File: src/rtl/rom_stream_reader.sv
// Burst reader: streams a run of consecutive ROM words out through a valid/ready port.
// Reads are issued only while buffer space exists, so back-pressure never loses data.
module rom_stream_reader #(
    parameter int c_ADDR_WIDTH = 10,
    parameter int c_DATA_WIDTH = 32,
    parameter int c_OUTPUT_REG = 0,
    parameter int c_FIFO_DEPTH = 4
) (
    input  logic                    clk,
    input  logic                    rst,
    input  logic                    start,
    input  logic [c_ADDR_WIDTH-1:0] start_addr,
    input  logic [c_ADDR_WIDTH:0]   length,
    input  logic                    abort,
    output logic                    busy,
    output logic                    done,
    output logic [c_ADDR_WIDTH-1:0] rom_addr,
    input  logic [c_DATA_WIDTH-1:0] rom_rd_data,
    output logic                    rom_clk_en,
    output logic                    rom_addr_strobe,
    output logic                    rom_rd_oce,
    output logic [c_DATA_WIDTH-1:0] m_data,
    output logic                    m_valid,
    input  logic                    m_ready,
    output logic                    m_last
);

    localparam int unsigned L  = 1 + c_OUTPUT_REG;
    localparam int unsigned PW = $clog2(c_FIFO_DEPTH);
    localparam int unsigned CW = PW + 1;
    localparam logic [CW:0] DEPTH_V = (CW + 1)'(c_FIFO_DEPTH);
    localparam logic [c_ADDR_WIDTH:0] CNT_ONE = {{c_ADDR_WIDTH{1'b0}}, 1'b1};

    typedef enum logic [1:0] {IDLE, READ, DRAIN} state_t;

    state_t                  state, state_nxt;
    logic [c_ADDR_WIDTH-1:0] issue_addr;
    logic [c_ADDR_WIDTH:0]   issue_rem;
    logic [c_ADDR_WIDTH:0]   out_rem;
    logic [L-1:0]            inflight;
    logic [c_DATA_WIDTH-1:0] mem [c_FIFO_DEPTH];
    logic [PW-1:0]           wr_ptr;
    logic [PW-1:0]           rd_ptr;
    logic [CW-1:0]           count;
    logic [CW:0]             occupancy;
    logic                    load, issue, push, pop, clear, done_nxt;

    assign rom_clk_en      = 1'b1;
    assign rom_addr_strobe = 1'b0;
    assign rom_rd_oce      = 1'b1;
    assign rom_addr        = issue_addr;
    assign busy            = (state != IDLE);
    assign m_valid         = (count != '0);
    assign m_data          = m_valid ? mem[rd_ptr] : '0;
    assign m_last          = m_valid && (out_rem == CNT_ONE);
    assign push            = inflight[L-1];
    assign pop             = m_valid && m_ready;

    // Words in flight already own a buffer slot, so they count toward occupancy.
    always_comb begin
        occupancy = {1'b0, count}
                  + {{CW{1'b0}}, inflight[0]}
                  + {{CW{1'b0}}, (L > 1) ? inflight[L-1] : 1'b0};
    end

    always_ff @(posedge clk or posedge rst) begin
        if (rst) state <= IDLE;
        else     state <= state_nxt;
    end

    always_comb begin
        state_nxt = state;
        load      = 1'b0;
        issue     = 1'b0;
        clear     = 1'b0;
        done_nxt  = 1'b0;
        case (state)
            IDLE: begin
                if (start && !abort) begin
                    if (length == '0) begin
                        done_nxt = 1'b1;
                    end else begin
                        load      = 1'b1;
                        state_nxt = READ;
                    end
                end
            end
            READ: begin
                if (abort) begin
                    clear     = 1'b1;
                    state_nxt = IDLE;
                end else if (issue_rem != '0 && occupancy < DEPTH_V) begin
                    issue = 1'b1;
                    if (issue_rem == CNT_ONE) state_nxt = DRAIN;
                end
            end
            DRAIN: begin
                if (abort) begin
                    clear     = 1'b1;
                    state_nxt = IDLE;
                end else if (pop && out_rem == CNT_ONE) begin
                    done_nxt  = 1'b1;
                    state_nxt = IDLE;
                end
            end
            default: state_nxt = IDLE;
        endcase
    end

    always_ff @(posedge clk or posedge rst) begin
        if (rst) begin
            issue_addr <= '0;
            issue_rem  <= '0;
            out_rem    <= '0;
            wr_ptr     <= '0;
            rd_ptr     <= '0;
            count      <= '0;
            done       <= 1'b0;
        end else begin
            done <= done_nxt;
            if (clear) begin
                issue_addr <= '0;
                issue_rem  <= '0;
                out_rem    <= '0;
                wr_ptr     <= '0;
                rd_ptr     <= '0;
                count      <= '0;
            end else begin
                if (load) begin
                    issue_addr <= start_addr;
                    issue_rem  <= length;
                    out_rem    <= length;
                end else if (issue) begin
                    issue_addr <= issue_addr + 1'b1;
                    issue_rem  <= issue_rem - CNT_ONE;
                end
                if (pop) begin
                    rd_ptr  <= rd_ptr + 1'b1;
                    out_rem <= out_rem - CNT_ONE;
                end
                if (push) wr_ptr <= wr_ptr + 1'b1;
                case ({push, pop})
                    2'b10:   count <= count + 1'b1;
                    2'b01:   count <= count - 1'b1;
                    default: count <= count;
                endcase
            end
        end
    end

    always_ff @(posedge clk) begin
        if (push && !clear) mem[wr_ptr] <= rom_rd_data;
    end

    // A read issued at cycle t returns rom_rd_data at t+L; this shift register marks those cycles.
    if (L == 1) begin : g_lat1
        always_ff @(posedge clk or posedge rst) begin
            if (rst)        inflight <= '0;
            else if (clear) inflight <= '0;
            else            inflight <= issue;
        end
    end else begin : g_latn
        always_ff @(posedge clk or posedge rst) begin
            if (rst)        inflight <= '0;
            else if (clear) inflight <= '0;
            else            inflight <= {inflight[L-2:0], issue};
        end
    end

endmodule
File: config.mk
export PLATFORM = sky130hd
export DESIGN_NAME = rom_stream_reader
export DESIGN_NICKNAME = d
export VERILOG_FILES = /design/src/rtl/rom_stream_reader.sv
export SDC_FILE = /design/constraint.sdc
export NUM_CORES = 1
export LEC_CHECK = 0
export BUFFER_PORTS_ARGS = -buffer_cell sky130_fd_sc_hd__buf_2
export CORE_MARGIN = 2
export CORE_UTILIZATION = 40
export DETAILED_ROUTE_END_ITERATION = 16
export HOLD_SLACK_MARGIN = 0.12
export PLACE_DENSITY = 0.69
export SYNTH_ARGS = -nofsm -noshare
export SYNTH_HDL_FRONTEND = slang
export SYNTH_SLANG_ARGS = --single-unit
File: constraint.sdc
create_clock -name clk -period 2.62 [get_ports clk]
set_clock_uncertainty 0.05 [all_clocks]
set_input_delay 0.524 -clock clk [delete_from_list [all_inputs] [get_ports clk]]
set_output_delay 0.524 -clock clk [all_outputs]
set_load 0.05 [all_outputs]
==> results.toml, run 1 <==
[power]
swShare_pct = 42.1
report.power.total_mw = 11.1
p_per_area_nw_per_um2 = 1210
internal-power_mw = 6.40
combPwrFrac_pct = 44.1
p_switching_mw = 4.66
clock_power_share_pct = 22.2
power.leakage_nw = 3.39
power_frac_seq_pct = 33.7
vdd_drop_max_v = 0.00105

[sta]
slew_headroom_pct = 58.8
drv_slew = 0
period_needed_ns = 2.58
period_share_pct = 98.4
setup_viol = 0
fin_ws_ns = 0.0411
hold_viol = 0
fmax_ghz = 0.388
tightest_slew_ns = 0.618

[synth]
synth-edff-count = 128
synth_compound_area_share_pct = 5.98
ys_ff_latch = 171
synth_top_area_share_pct = 50.6
synthMuxAreaShare_pct = 10.2
yosysUniqueCellTypes = 56
synthSimpleGateAreaFrac_pct = 11.4
ys_warn_count = 0
syn-cell-area_um2 = 7590
synthFlopType = "edfxtp_1"
synthAdderAreaFrac_pct = 2.24
synth_top_area_cell = "edfxtp_1"
synth_xor_area_share_pct = 3.00
synth_area_leaders = "edfxtp_1 51%, dfrtp_1 14%, mux4_2 9.5%"
synth_seq_area_share_pct = 64.8
synth-async-reset-ratio_pct = 25.1
synth_top_family_by_area = "simple AND/OR/NAND/NOR gates"
syn_inst = 513
syn_area_per_cell_um2 = 14.8

[floorplanning]
die_w_um = 142
start_util_pct = 40.7
ioPinCount = 107
die-area_um2 = 20100
die_h_um = 142
rows = 50
core_area_um2 = 18600

[critical_path]
crit_required_ns = 2.05
path_buf_inv = 3
crit_path_cell_trace = "buf_4, buf_12, mux4_2, and2_1, buf_4"
cp_common_cell = "buf_4"
setup.worst_path.class = "flop to output port"
cp_slowest_cell = "mux4_2"
cp-end-kind = "output port"
cp-start-kind = "flop"
rr_endpoint = "state[0]"
worstPathMaxFanout = 6
crit_family = "multiplexers"
reg2reg_slack_ns = 0.55
reg2reg_depth = 5
arrival_ns = 2.00
worstReg2RegStart = "out_rem[4]"
max_stage_delay_ns = 0.53

[drt]
first_pass_iters = 5
wirelength_um = 16500
drc = 0
vias = 4741
ant_nets = 0
first_iter_violations = 333
viasPerCell = 5.42
wl_per_cell_um = 18.8

[cts]
cts_max_level = 4
ctsLongestPathBuffers = 2
clkSlewWorstSetupHoldPaths_ns = 0.07
cts_tree = "done"
numCtsBuffers = 17
clock-sinks = 171
hold_buffers = 0
insertion_delay_ns = 0.43
root_buffer = "clkbuf_16"

[finish]
final_design_area_no_fill_um2 = 9170
final_net_count = 698
fin_cells = 875
drive_above_1_share_pct = 32.7
syn2layout_area_growth_pct = 20.8
mostFrequentLayoutCell = "edfxtp_1"
final_cell_mix = "128 x edfxtp_1, 89 x buf_2, 40 x dfrtp_1"

[global_route]
grt_pass1_vias = 4872
grt_overflow_total = 0
grt_pass1_wl_um = 26300
antenna_found_initial = 1
grtUsageTotal_pct = 17.1
grt_max_degree = 44

[placed_design]
routabilityCongestion = 0.849
numPortBuffers = 103
dp_hpwl_um = 10300
dpl_worst_slack_ns = 0.454
place_area_um2 = 8430
dpl.cell_count = 836

[run_status]
status = "finished clean"

[min_path]
hp-class = "input pin to asynchronous set/reset pin"

[run]
drv_cap = 0
synthesized netlist by cell type (all sizes together), types with 5 or more instances:
| cell type | number |
|---|---|
| edfxtp | 128 |
| dfrtp | 43 |
| and2 | 36 |
| mux4 | 32 |
| nand2 | 29 |
| a21oi | 28 |
| o21ai | 25 |
| xnor2 | 21 |
| nor2 | 19 |
| clkbuf | 15 |
| nand3 | 15 |
| nor4 | 13 |
| buf | 12 |
| ha | 12 |
| inv | 12 |
| nor3 | 12 |
| a31oi | 7 |
| nand4 | 6 |
| and3 | 5 |
| mux2i | 5 |
| or3 | 5 |
| xor2 | 5 |
tightest hold or removal path, delay by kind of cell:
kind	cells	cell delay, ns
buffers and inverters	3	0.59
area by class of cell:
cell class / instances / area [µm²]
sequential: 171 / 4920
clock inverter: 15 / 151
multi-input combinational: 304 / 2510
inverter: 12 / 45.0
clock buffer: 17 / 425
antenna: 1 / 2.50
timing repair buffer: 121 / 816
tap: 234 / 293
fill: 1592 / 9470
cells by family (layout without fill, tap and decap cells):
kind of cell | Yosys count | count (layout)
multiplexers | 37 | 37
AND/OR/NAND/NOR | 152 | 152
adder cells (fa/ha/maj) | 13 | 13
buffers and inverters | 39 | 165
other | 2 | 4
AO/OA/AOI/OAI | 73 | 73
XOR/XNOR | 26 | 26
flip-flops | 171 | 171
layer usage:
layer	share of wire, %	GRT usage, %	vias to the layer above
met5	0	0	-
met4	1.6	5.79	0
met3	6.3	4.72	15
met2	50	29.0	156
met1	42	21.3	2394
li1	-	-	2176
sequential cells by signal, indices dropped and copies added, names as in the netlist:
name       count
rd_ptr         2
inflight       1
mem          128
wr_ptr         2
done           1
rom_addr      10
issue_rem     11
count          3
state          2
out_rem       11
worst max-delay path by stage:
stage | start | to | slack, ns | cells after the start
2_1_floorplan | count[0] | m_data[22] | 0.20 | 4
3_3_place_gp | rd_ptr[0] | m_data[30] | 0.48 | 4
3_5_place_dp | count[0] | m_data[1] | 0.45 | 4
4_1_cts | rd_ptr[0] | m_data[30] | 0.003 | 4
5_1_grt | rd_ptr[0] | m_data[23] | -0.01 | 5
6_report | rd_ptr[0] | m_data[19] | 0.04 | 5
power groups by stage:
stage	logic, mW	clock network (mW)	registers [mW]
finish	4.88	2.46	3.73
global route	5.25	2.63	3.78
CTS	4.67	2.53	3.72
detailed placement	4.63	0	3.77
global placement	4.57	0	3.74
floorplan	3.43	0	3.87
stage by stage:
| step | hold slack, ns | util (%) | TNS [ns] |
|---|---|---|---|
| 2_1_floorplan | 0.469 | - | 0 |
| 3_3_place_gp | 0.493 | 45.2 | 0 |
| 3_5_place_dp | 0.518 | 45.2 | 0 |
| 4_1_cts | 0.195 | 48.4 | 0 |
| 5_1_grt | 0.245 | 49.2 | -0.0599 |
| 6_report | 0.173 | 49.2 | 0 |
what timing repair did:
action                     in CTS  in global routing
cloned                          0                  3
setup buffers                   0                  3
gates resized for setup         1                 32
setup endpoints to repair       2                 26
Power figures use the tool's default switching activity.
==> inputs of run 2 (changes only) <==
==> constraint.sdc (replaced) <==
create_clock -name clk -period 2.62 [get_ports clk]
set_clock_uncertainty 0.05 [all_clocks]
set_input_delay 0.524 -clock clk [delete_from_list [all_inputs] [get_ports clk]]
set_output_delay 0.524 -clock clk [all_outputs]
set_load 0.01 [all_outputs]
==> run 2 against run 1 <==
Effect of this change:
- worst setup slack better by 0.088 ns
- core utilization is 0.63 points lower
- critical path depth is 1 lower
- die area stayed put
- wire length is 1.3% lower
- sequential share of layout area is 0.68 points higher
- design area is 1.3% lower
- largest power group is now sequential cells
- highest routed layer unchanged
==> results.toml, run 2 (same netlist as run 1, synthesis figures left out) <==
[run_status]
status = "finished clean"

[cts]
clock-sinks = 171
numCtsBuffers = 17
cts_max_level = 4
clkSlewWorstSetupHoldPaths_ns = 0.07
insertion_delay_ns = 0.42
hold_buffers = 0
cts_tree = "done"
ctsLongestPathBuffers = 2
root_buffer = "clkbuf_16"

[placed_design]
dpl.cell_count = 837
dp_hpwl_um = 10700
routabilityCongestion = 0.846
numPortBuffers = 103

[run]
drv_cap = 0

[sta]
tns_ns = 0
period_share_pct = 95.1
hold_viol = 0
period_needed_ns = 2.49
setup_viol = 0
slew_headroom_pct = 57.6
rsz0062_at_grt = "false"
fmax_ghz = 0.402
tightest_slew_ns = 0.636
drv_slew = 0

[critical_path]
reg2reg_slack_ns = 0.45
worstPathMaxFanout = 32
arrival_ns = 1.92
setup.worst_path.class = "flop to output port"
cp-start-kind = "flop"
cp-end-kind = "output port"
crit_required_ns = 2.05

[finish]
top_regs = "mem (128), issue_rem (11), out_rem (11)"
drive_above_1_share_pct = 32.0
largest_reg_flops = 128
final_net_count = 693
mostFrequentLayoutCell = "edfxtp_1"
fillers = 1620
fin_cells = 870
largest-register = "mem"
final_cell_mix = "128 x edfxtp_1, 103 x buf_2, 41 x dfrtp_1"
syn2layout_area_growth_pct = 19.2

[floorplanning]
rows = 50
ioPinCount = 107
core_area_um2 = 18600
die_w_um = 142
die_h_um = 142
die-area_um2 = 20100
start_util_pct = 40.7

[min_path]
hp-class = "input pin to asynchronous set/reset pin"

[global_route]
grt_pass1_wl_um = 26400
grtUsageTotal_pct = 17.2
grt_overflow_total = 0
grt_pass1_vias = 5073
grt_max_degree = 44
antenna_found_initial = 1

[drt]
drc = 0
viasPerCell = 5.39
first_iter_violations = 318
wl_per_cell_um = 18.7
vias = 4693
ant_nets = 0
first_pass_iters = 4
wirelength_um = 16300

[power]
vdd_drop_max_v = 0.000947
p_per_area_nw_per_um2 = 1060
power.leakage_nw = 3.34
-- run 2: cell count changes in the layout (fill, tap and decap cells not counted), sizes merged --
cell | before | now
buf | 118 | 116
clkinvlp | 0 | 2
clkbuf | 20 | 17
clkinv | 7 | 5
-- run 2: worst paths after layout --
check,from,end,cells past startpoint
worst max-delay path,count[0],m_data[12],4
worst min-delay path,rst,rom_addr[9],3
worst max register to register,count[0],count[2],7
worst min register to register,issue_rem[10],issue_rem[10],2
max in group asynchronous,rst,rd_ptr[0],3
min in group clk,rom_rd_data[6],mem[2][6],1
-- run 2: final cells by class --
class | instances | area (µm²) | share of cell area, %
flip-flops and latches | 171 | 4920 | 54.4
multi-input cells | 304 | 2510 | 27.7
repair buffers | 116 | 704 | 7.78
clock buffers | 17 | 425 | 4.70
well taps | 234 | 293 | 3.23
clock inverters | 15 | 153 | 1.69
inverters | 12 | 45.0 | 0.498
diodes | 1 | 2.50 | 0.0276
-- run 2: per-stage QoR --
stage / total power [mW] / instance area [µm²] / hold slack [ns] / util [%] / setup WS (ns)
floorplan: 6.07 / 7590 / 0.469 / - / 0.198
global placement: 7.15 / 8470 / 0.496 / 45.4 / 0.494
detailed placement: 7.25 / 8470 / 0.510 / 45.4 / 0.483
CTS: 9.73 / 9040 / 0.194 / 48.5 / 0.0385
global route: 10.2 / 9050 / 0.223 / 48.5 / 0.0275
finish: 9.63 / 9050 / 0.179 / 48.6 / 0.129
-- run 2: routing by layer --
metal	track usage (%)	wire, µm	vias up
li1	-	-	2165
met1	21.4	6930	2358
met2	29.5	8250	147
met3	4.15	813	23
met4	5.68	270	0
met5	0	0	-
-- run 2: critical path: stages, from the launching register on --
cell and delay (ns):
dfrtp_1 0.49, or3_1 0.50, buf_12 0.21, and2_1 0.15, buf_2 0.14
-- run 2: report_power, final --
group | total, mW | leakage [nW] | switching (mW) | internal (mW)
Clock | 2.45 | 0.280 | 1.18 | 1.27
Combinational | 3.44 | 1.35 | 1.84 | 1.60
Sequential | 3.74 | 1.71 | 0.394 | 3.35
Total | 9.63 | 3.34 | 3.41 | 6.22
-- run 2: what timing repair did --
action / CTS / global route
setup buffers: 0 / 0
gates resized for setup: 0 / 1
setup endpoints to repair: 0 / 3
